<file path="config.mk">
export PLATFORM = sky130hd
export DESIGN_NAME = dram_port_arbiter
export DESIGN_NICKNAME = d
export VERILOG_FILES = /design/src/rtl/dram_arb_pkg.sv /design/src/rtl/dram_port_arbiter_pick.sv /design/src/rtl/dram_port_arbiter.sv
export SDC_FILE = /design/constraint.sdc
export NUM_CORES = 1
export LEC_CHECK = 0
export CAP_MARGIN = 20
export CORE_ASPECT_RATIO = 1.25
export CORE_MARGIN = 5
export CORE_UTILIZATION = 27
export CTS_CLUSTER_SIZE = 30
export DETAILED_ROUTE_END_ITERATION = 7
export PLACE_DENSITY = 0.61
export SLEW_MARGIN = 20
export SYNTH_ARGS = -nofsm -noshare
export SYNTH_HDL_FRONTEND = slang
export SYNTH_SLANG_ARGS = --single-unit
</file>
<file path="constraint.sdc">
create_clock -name clk -period 5.6 [get_ports clk]
set_input_delay 1.4 -clock clk [delete_from_list [all_inputs] [get_ports clk]]
set_output_delay 1.4 -clock clk [all_outputs]
set_load 0.05 [all_outputs]
</file>
<file path="src/rtl/dram_arb_pkg.sv">
// dram_arb_pkg
//   Shared widths, requester indices and mode encodings for the D_ram port
//   arbiter, plus a helper that steps a requester index round the ring
//   Rx -> Tx -> P -> Rx.
//   Optional feature macro used by the arbiter: DRAM_ARB_ROUND_ROBIN_EN.
package dram_arb_pkg;

  localparam int ADDR_W  = 18;
  localparam int DATA_W  = 8;
  localparam int NUM_REQ = 3;

  localparam logic [1:0] REQ_RX = 2'd0;
  localparam logic [1:0] REQ_TX = 2'd1;
  localparam logic [1:0] REQ_P  = 2'd2;

  typedef enum logic [1:0] {
    MODE_IDLE = 2'd0,
    MODE_RX   = 2'd1,
    MODE_PROC = 2'd2,
    MODE_TX   = 2'd3
  } mode_e;

  // Next requester in ring order Rx -> Tx -> P -> Rx.
  function automatic logic [1:0] next_req(input logic [1:0] idx);
    return (idx == REQ_P) ? REQ_RX : idx + 2'd1;
  endfunction

endpackage

</file>
<file path="src/rtl/dram_port_arbiter_pick.sv">
// arb_pick
//   Combinational winner selection over the 3-bit candidate mask
//   (bit 0 Rx, bit 1 Tx, bit 2 P).
//   DRAM_ARB_ROUND_ROBIN_EN defined  : rotating priority starting at ptr.
//   DRAM_ARB_ROUND_ROBIN_EN undefined: fixed priority P > Rx > Tx.
// Ports:
//   mask   in  3 : candidates after eligibility and burst exclusion
//   ptr    in  2 : highest-priority requester (round-robin build only)
//   valid  out 1 : some candidate won
//   idx    out 2 : winner index
//   onehot out 3 : winner as one-hot, zero when no winner
module arb_pick
  import dram_arb_pkg::*;
(
  input  logic [NUM_REQ-1:0] mask,
`ifdef DRAM_ARB_ROUND_ROBIN_EN
  input  logic [1:0]         ptr,
`endif
  output logic               valid,
  output logic [1:0]         idx,
  output logic [NUM_REQ-1:0] onehot
);

`ifdef DRAM_ARB_ROUND_ROBIN_EN
  logic [1:0] cand1;
  logic [1:0] cand2;

  assign cand1 = next_req(ptr);
  assign cand2 = next_req(cand1);

  always_comb begin
    idx = ptr;
    if (mask[ptr])        idx = ptr;
    else if (mask[cand1]) idx = cand1;
    else if (mask[cand2]) idx = cand2;
  end
`else
  always_comb begin
    idx = REQ_P;
    if (mask[REQ_P])       idx = REQ_P;
    else if (mask[REQ_RX]) idx = REQ_RX;
    else if (mask[REQ_TX]) idx = REQ_TX;
  end
`endif

  assign valid  = |mask;
  assign onehot = valid ? (NUM_REQ'(1) << idx) : '0;

endmodule

</file>
<file path="src/rtl/dram_port_arbiter.sv">
// dram_port_arbiter
//   Shares the single D_ram port among the Rx writer, the Tx data retriever
//   and the processor. One registered grant per access cycle; read data comes
//   back in rdata one cycle after the grant with the matching rvalid pulse.
//   Optional feature macro: DRAM_ARB_ROUND_ROBIN_EN (rotating priority);
//   default build uses fixed priority P > Rx > Tx.
// Ports:
//   clk, rst                  : clock, asynchronous active-high reset
//   mode                      : 0 IDLE (nobody eligible), 1..3 all eligible
//   rx_req/tx_req/p_req       : level requests; req high through gnt = next beat
//   rx_addr/tx_addr/p_addr    : request addresses
//   rx_din/p_din, p_wen       : write data, processor write select
//   rx_gnt/tx_gnt/p_gnt       : one-hot access-cycle pulse
//   tx_rvalid/p_rvalid, rdata : read return, one cycle after the grant
//   ram_addr/ram_din/ram_wen  : D_ram port (RAM samples on the falling edge)
//   ram_q                     : D_ram read data
// Handshake: a request seen high at rising edge N is granted in cycle N+1;
// the requester drops req during its gnt cycle to stop, otherwise the same
// request competes again. Read data is valid only while *_rvalid is high and
// rdata then holds until the next read completes.
module dram_port_arbiter
  import dram_arb_pkg::*;
#(
  parameter int MAX_BURST = 4
) (
  input  logic              clk,
  input  logic              rst,
  input  logic [1:0]        mode,
  input  logic              rx_req,
  input  logic              tx_req,
  input  logic              p_req,
  input  logic [ADDR_W-1:0] rx_addr,
  input  logic [ADDR_W-1:0] tx_addr,
  input  logic [ADDR_W-1:0] p_addr,
  input  logic [DATA_W-1:0] rx_din,
  input  logic [DATA_W-1:0] p_din,
  input  logic              p_wen,
  output logic              rx_gnt,
  output logic              tx_gnt,
  output logic              p_gnt,
  output logic              tx_rvalid,
  output logic              p_rvalid,
  output logic [DATA_W-1:0] rdata,
  output logic [ADDR_W-1:0] ram_addr,
  output logic [DATA_W-1:0] ram_din,
  output logic              ram_wen,
  input  logic [DATA_W-1:0] ram_q
);

  localparam logic [3:0] MAX_B = 4'(MAX_BURST);

  logic [NUM_REQ-1:0] gnt_q;      // registered winner, one-hot (access cycle)
  logic [3:0]         burst_cnt;  // consecutive grants to the gnt_q owner
  logic [NUM_REQ-1:0] req_vec;
  logic [NUM_REQ-1:0] elig;
  logic [NUM_REQ-1:0] cand;
  logic               excl;
  logic               win_valid;
  logic [1:0]         win_idx;
  logic [NUM_REQ-1:0] win_onehot;
  logic               win_write;
  logic               rd_done;

`ifdef DRAM_ARB_ROUND_ROBIN_EN
  logic [1:0] rr_ptr;
`endif

  assign req_vec = {p_req, tx_req, rx_req};
  assign elig    = (mode != MODE_IDLE) ? req_vec : '0;

  // The current owner sits out one arbitration once it has used its burst
  // allowance, but only if somebody else is actually waiting.
  assign excl = (burst_cnt >= MAX_B) && (|(elig & ~gnt_q));
  assign cand = excl ? (elig & ~gnt_q) : elig;

  arb_pick u_pick (
    .mask   (cand),
`ifdef DRAM_ARB_ROUND_ROBIN_EN
    .ptr    (rr_ptr),
`endif
    .valid  (win_valid),
    .idx    (win_idx),
    .onehot (win_onehot)
  );

  assign win_write = win_valid &&
                     ((win_idx == REQ_RX) || ((win_idx == REQ_P) && p_wen));

  // The access in flight is a read when Tx owns it, or P owns it without wen.
  assign rd_done = gnt_q[REQ_TX] | (gnt_q[REQ_P] & ~ram_wen);

  always_ff @(posedge clk or posedge rst) begin
    if (rst) begin
      gnt_q     <= '0;
      burst_cnt <= '0;
      ram_addr  <= '0;
      ram_din   <= '0;
      ram_wen   <= 1'b0;
      tx_rvalid <= 1'b0;
      p_rvalid  <= 1'b0;
      rdata     <= '0;
    end else begin
      gnt_q   <= win_onehot;
      ram_wen <= win_write;

      if (!win_valid)                burst_cnt <= '0;
      else if (win_onehot == gnt_q) begin
        if (burst_cnt != 4'hF)       burst_cnt <= burst_cnt + 4'd1;
      end else                       burst_cnt <= 4'd1;

      // Port address/data are captured with the grant so they are stable for
      // the whole access cycle; without a grant they hold their last values.
      if (win_valid) begin
        case (win_idx)
          REQ_RX: begin
            ram_addr <= rx_addr;
            ram_din  <= rx_din;
          end
          REQ_TX: ram_addr <= tx_addr;
          default: begin
            ram_addr <= p_addr;
            ram_din  <= p_din;
          end
        endcase
      end

      tx_rvalid <= gnt_q[REQ_TX];
      p_rvalid  <= gnt_q[REQ_P] & ~ram_wen;
      if (rd_done) rdata <= ram_q;
    end
  end

`ifdef DRAM_ARB_ROUND_ROBIN_EN
  // After a grant the winner drops to lowest priority.
  always_ff @(posedge clk or posedge rst) begin
    if (rst)            rr_ptr <= REQ_RX;
    else if (win_valid) rr_ptr <= next_req(win_idx);
  end
`endif

  assign rx_gnt = gnt_q[REQ_RX];
  assign tx_gnt = gnt_q[REQ_TX];
  assign p_gnt  = gnt_q[REQ_P];

endmodule

</file>
==> results.json <==
{
  "outcome": "complete, no violations",
  "dpl_worst_slack_ns": 1.32,
  "timing_worst_slew_pin_value_ns": 0.993,
  "hold_bufs_inserted_after_cts": 0,
  "globalplace.congestion": 0.785,
  "leakage_nw": 1.42,
  "worst_setup_path_start_kind": "input port",
  "grt_pass1_vias": 2263,
  "slew_viol_final": 0,
  "mappedNetlistArea_um2": 2280,
  "ioPinCount": 126,
  "timing.final.setup_violations": 0,
  "mean_syn_cell_area_um2": 11.8,
  "power.share.clock_pct": 20.8,
  "overflow": 0,
  "remaining_number_of_nets_flagged_by_the_antenna_check_after_routing": 0,
  "clk_transition_reported_paths_ns": 0.10,
  "slew_headroom_pct": 33.8,
  "finalCriticalPeriod_ns": 3.94,
  "rows": 37,
  "grt_setup_unrepaired": "no",
  "post-place-cells": 404,
  "reported_max_cap_violation_count": 0,
  "routed-via-count": 2050,
  "total_nets_final": 401,
  "tritoncts_clock_tree": "built",
  "detail_route.drc_violations": 0,
  "layout_commonest_cell": "clkdlybuf4s50_1",
  "synth.lib_cells_used.distinct": 42,
  "category_of_the_most_critical_setup_path": "in -> reg",
  "numClockSinks": 44,
  "cts.repair_timing.setup_buffer_count": 0,
  "synth.yosys.warnings": 0,
  "initial_utilization_pct": 27.7,
  "hold_slack_ns": 0.435,
  "synth_seq_area_share_pct": 48.3,
  "groute.usage.overall_pct": 14.1,
  "post_dr_vias_cell": 4.98,
  "port-buffer-count": 125,
  "clk-insertion-delay-late_ns": 0.30,
  "clk_root_buffer_cell": "clkbuf_8",
  "critPathArrivalTime_ns": 4.09,
  "setup_total_negative_slack_ns": 0,
  "max_clock_freq_ghz": 0.254,
  "cts_bufs_inserted": 5,
  "cts_max_level": 2,
  "floorplan.core_area_um2": 8240,
  "period_share_pct": 70.4,
  "die_y_um": 113,
  "grt_start_max_net_pins": 45,
  "area.growth.synth_to_final_pct": 58.7,
  "final_non_filler_cells": 412,
  "drt-initial-drc-count": 72,
  "total_length_of_routed_wires_mm": 7.29,
  "critPathMaxFanout": 21,
  "timing_hold_violations_final": 0,
  "grt_antenna_before_repair": 0,
  "internal_power_summed_over_all_cells_mw": 0.614,
  "power_frac_seq_pct": 38.6,
  "layout-drive-gt1-share_pct": 12.1,
  "post_cts_resized": 0,
  "global_route_wire_length_before_repair_mm": 11.6,
  "worst_setup_path_end_kind": "register",
  "die-area_um2": 10400,
  "fin_worst_skew_ns": 0.0103,
  "crit_required_ns": 5.75,
  "synth_seq_cells": 44,
  "drt-pass1-iter-count": 4,
  "postSynthCellCount": 194,
  "worst_hold_path_type": "reg -> reg",
  "chipWidth_um": 92.2,
  "diodes_inserted": 0,
  "drt-wirelength-per-cell_um": 17.7,
  "comb_power_share_pct": 40.5,
  "detailed_placement_wirelength_estimate_mm": 5.41,
  "syn-num-nets": 281,
  "p_sw_share_pct": 38.7,
  "power.ir.vdd_worst_mv": 0.116,
  "max-clock-path-buffers": 2,
  "net_switching_power_mw": 0.387,
  "final_critical_path_setup_slack_ns": 1.66,
  "power-per-cell-area_nw_per_um2": 277,
  "mostFrequentLayoutCells": "clkdlybuf4s50_1, dfrtp_1, nor2_1"
}
-- sequential cells by signal (all words and copies together) (netlist names) --
register / flops
rdata: 8
ram_din: 8
ram_wen: 1
p_rvalid: 1
tx_rvalid: 1
burst_cnt: 4
ram_addr: 18
gnt_q: 3
-- final cells by class --
type	instances	area (µm²)
multi-input combinational	134	1040
fill	826	4620
timing repair buffer	125	1250
clock buffer	5	68.8
clock inverter	3	21.3
inverter	4	15.0
sequential	44	1100
tap	97	121
-- stage by stage --
| step | cell area, µm² | power, mW | utilization [%] |
|---|---|---|---|
| after floorplan | 2280 | 0.636 | - |
| after global placement | 3530 | 0.799 | 42.8 |
| after detailed placement | 3530 | 0.802 | 42.8 |
| after CTS | 3620 | 1.02 | 43.9 |
| after global routing | 3620 | 1.05 | 43.9 |
| final | 3620 | 1.00 | 43.9 |
-- power groups by stage --
stage	Combinational (mW)	Sequential, mW	Clock (mW)
after detailed placement	0.410	0.392	0
after floorplan	0.103	0.534	0
after CTS	0.411	0.387	0.217
after global placement	0.407	0.392	0
after global routing	0.427	0.393	0.228
final	0.406	0.387	0.209
-- path summary, 6_finish.rpt --
kind	start	to	slack (ns)	cells after the start
min in group asynchronous	rst	ram_addr[8]$_DFFE_PP0P_	1.63	2
min	ram_wen$_DFF_PP0_	p_rvalid$_DFF_PP0_	0.44	1
min reg2reg	ram_wen$_DFF_PP0_	p_rvalid$_DFF_PP0_	0.44	1
max reg2reg	gnt_q[1]$_DFF_PP0_	burst_cnt[3]$_DFFE_PP0P_	2.74	6
max	tx_req	burst_cnt[3]$_DFFE_PP0P_	1.66	7
max in group asynchronous	rst	tx_rvalid$_DFF_PP0_	3.39	2
-- cell usage after synthesis --
master | number | share of area (%)
a2111oi_0 | 1 | 0.38
a21o_1 | 2 | 0.66
a21oi_4 | 1 | 0.71
a221oi_1 | 7 | 2.7
a221oi_2 | 11 | 7.2
a22o_1 | 1 | 0.38
a41oi_1 | 1 | 0.38
and2_4 | 1 | 0.38
and3_1 | 1 | 0.27
and3_4 | 1 | 0.49
buf_12 | 3 | 2.6
buf_2 | 3 | 0.66
buf_4 | 1 | 0.33
buf_6 | 3 | 1.5
clkbuf_1 | 2 | 0.33
dfrtp_1 | 44 | 48
ha_1 | 1 | 0.55
inv_1 | 3 | 0.49
inv_2 | 1 | 0.16
mux2_2 | 8 | 3.9
mux2i_1 | 10 | 4.4
nand2_1 | 10 | 1.6
nand2b_1 | 1 | 0.27
nand3_1 | 5 | 1.1
nand3_2 | 1 | 0.44
nand3b_1 | 1 | 0.33
nor2_1 | 22 | 3.6
nor2_2 | 1 | 0.27
nor2b_1 | 2 | 0.55
nor3_1 | 1 | 0.22
nor3_2 | 2 | 0.88
o21a_1 | 2 | 0.66
o21a_2 | 1 | 0.38
o21ai_0 | 5 | 1.1
o21ai_1 | 9 | 2.0
o21ai_4 | 1 | 0.71
o22a_1 | 2 | 0.77
o2bb2ai_1 | 18 | 6.9
o41ai_1 | 1 | 0.38
or2_1 | 1 | 0.27
or3_1 | 1 | 0.27
xor2_1 | 1 | 0.38
-- critical path, stage by stage --
cell,delay (ns)
clkdlybuf4s50_1,0.47
nor2b_1,0.23
o21a_2,0.22
a21o_1,0.62
nand2_1,0.20
nor2_2,0.80
nor3_1,0.14
-- layer usage --
layer	vias up	part of all wire [%]	track usage, %
met5	-	0	0
met4	0	1.2	4.36
met3	5	6.1	3.86
met2	69	54	26.1
met1	1003	38	15.5
li1	973	-	-
-- logic make-up after synthesis --
| logic type | Yosys count | share of synthesized area [%] |
|---|---|---|
| flops | 44 | 48.3 |
| buf+inv | 16 | 6.09 |
| compound gates | 63 | 25.3 |
| xor+xnor | 1 | 0.384 |
| mux | 18 | 8.34 |
| fa+ha+maj | 1 | 0.548 |
| simple gates | 51 | 11.0 |
Note: power is estimated with default switching activity, not from simulation.
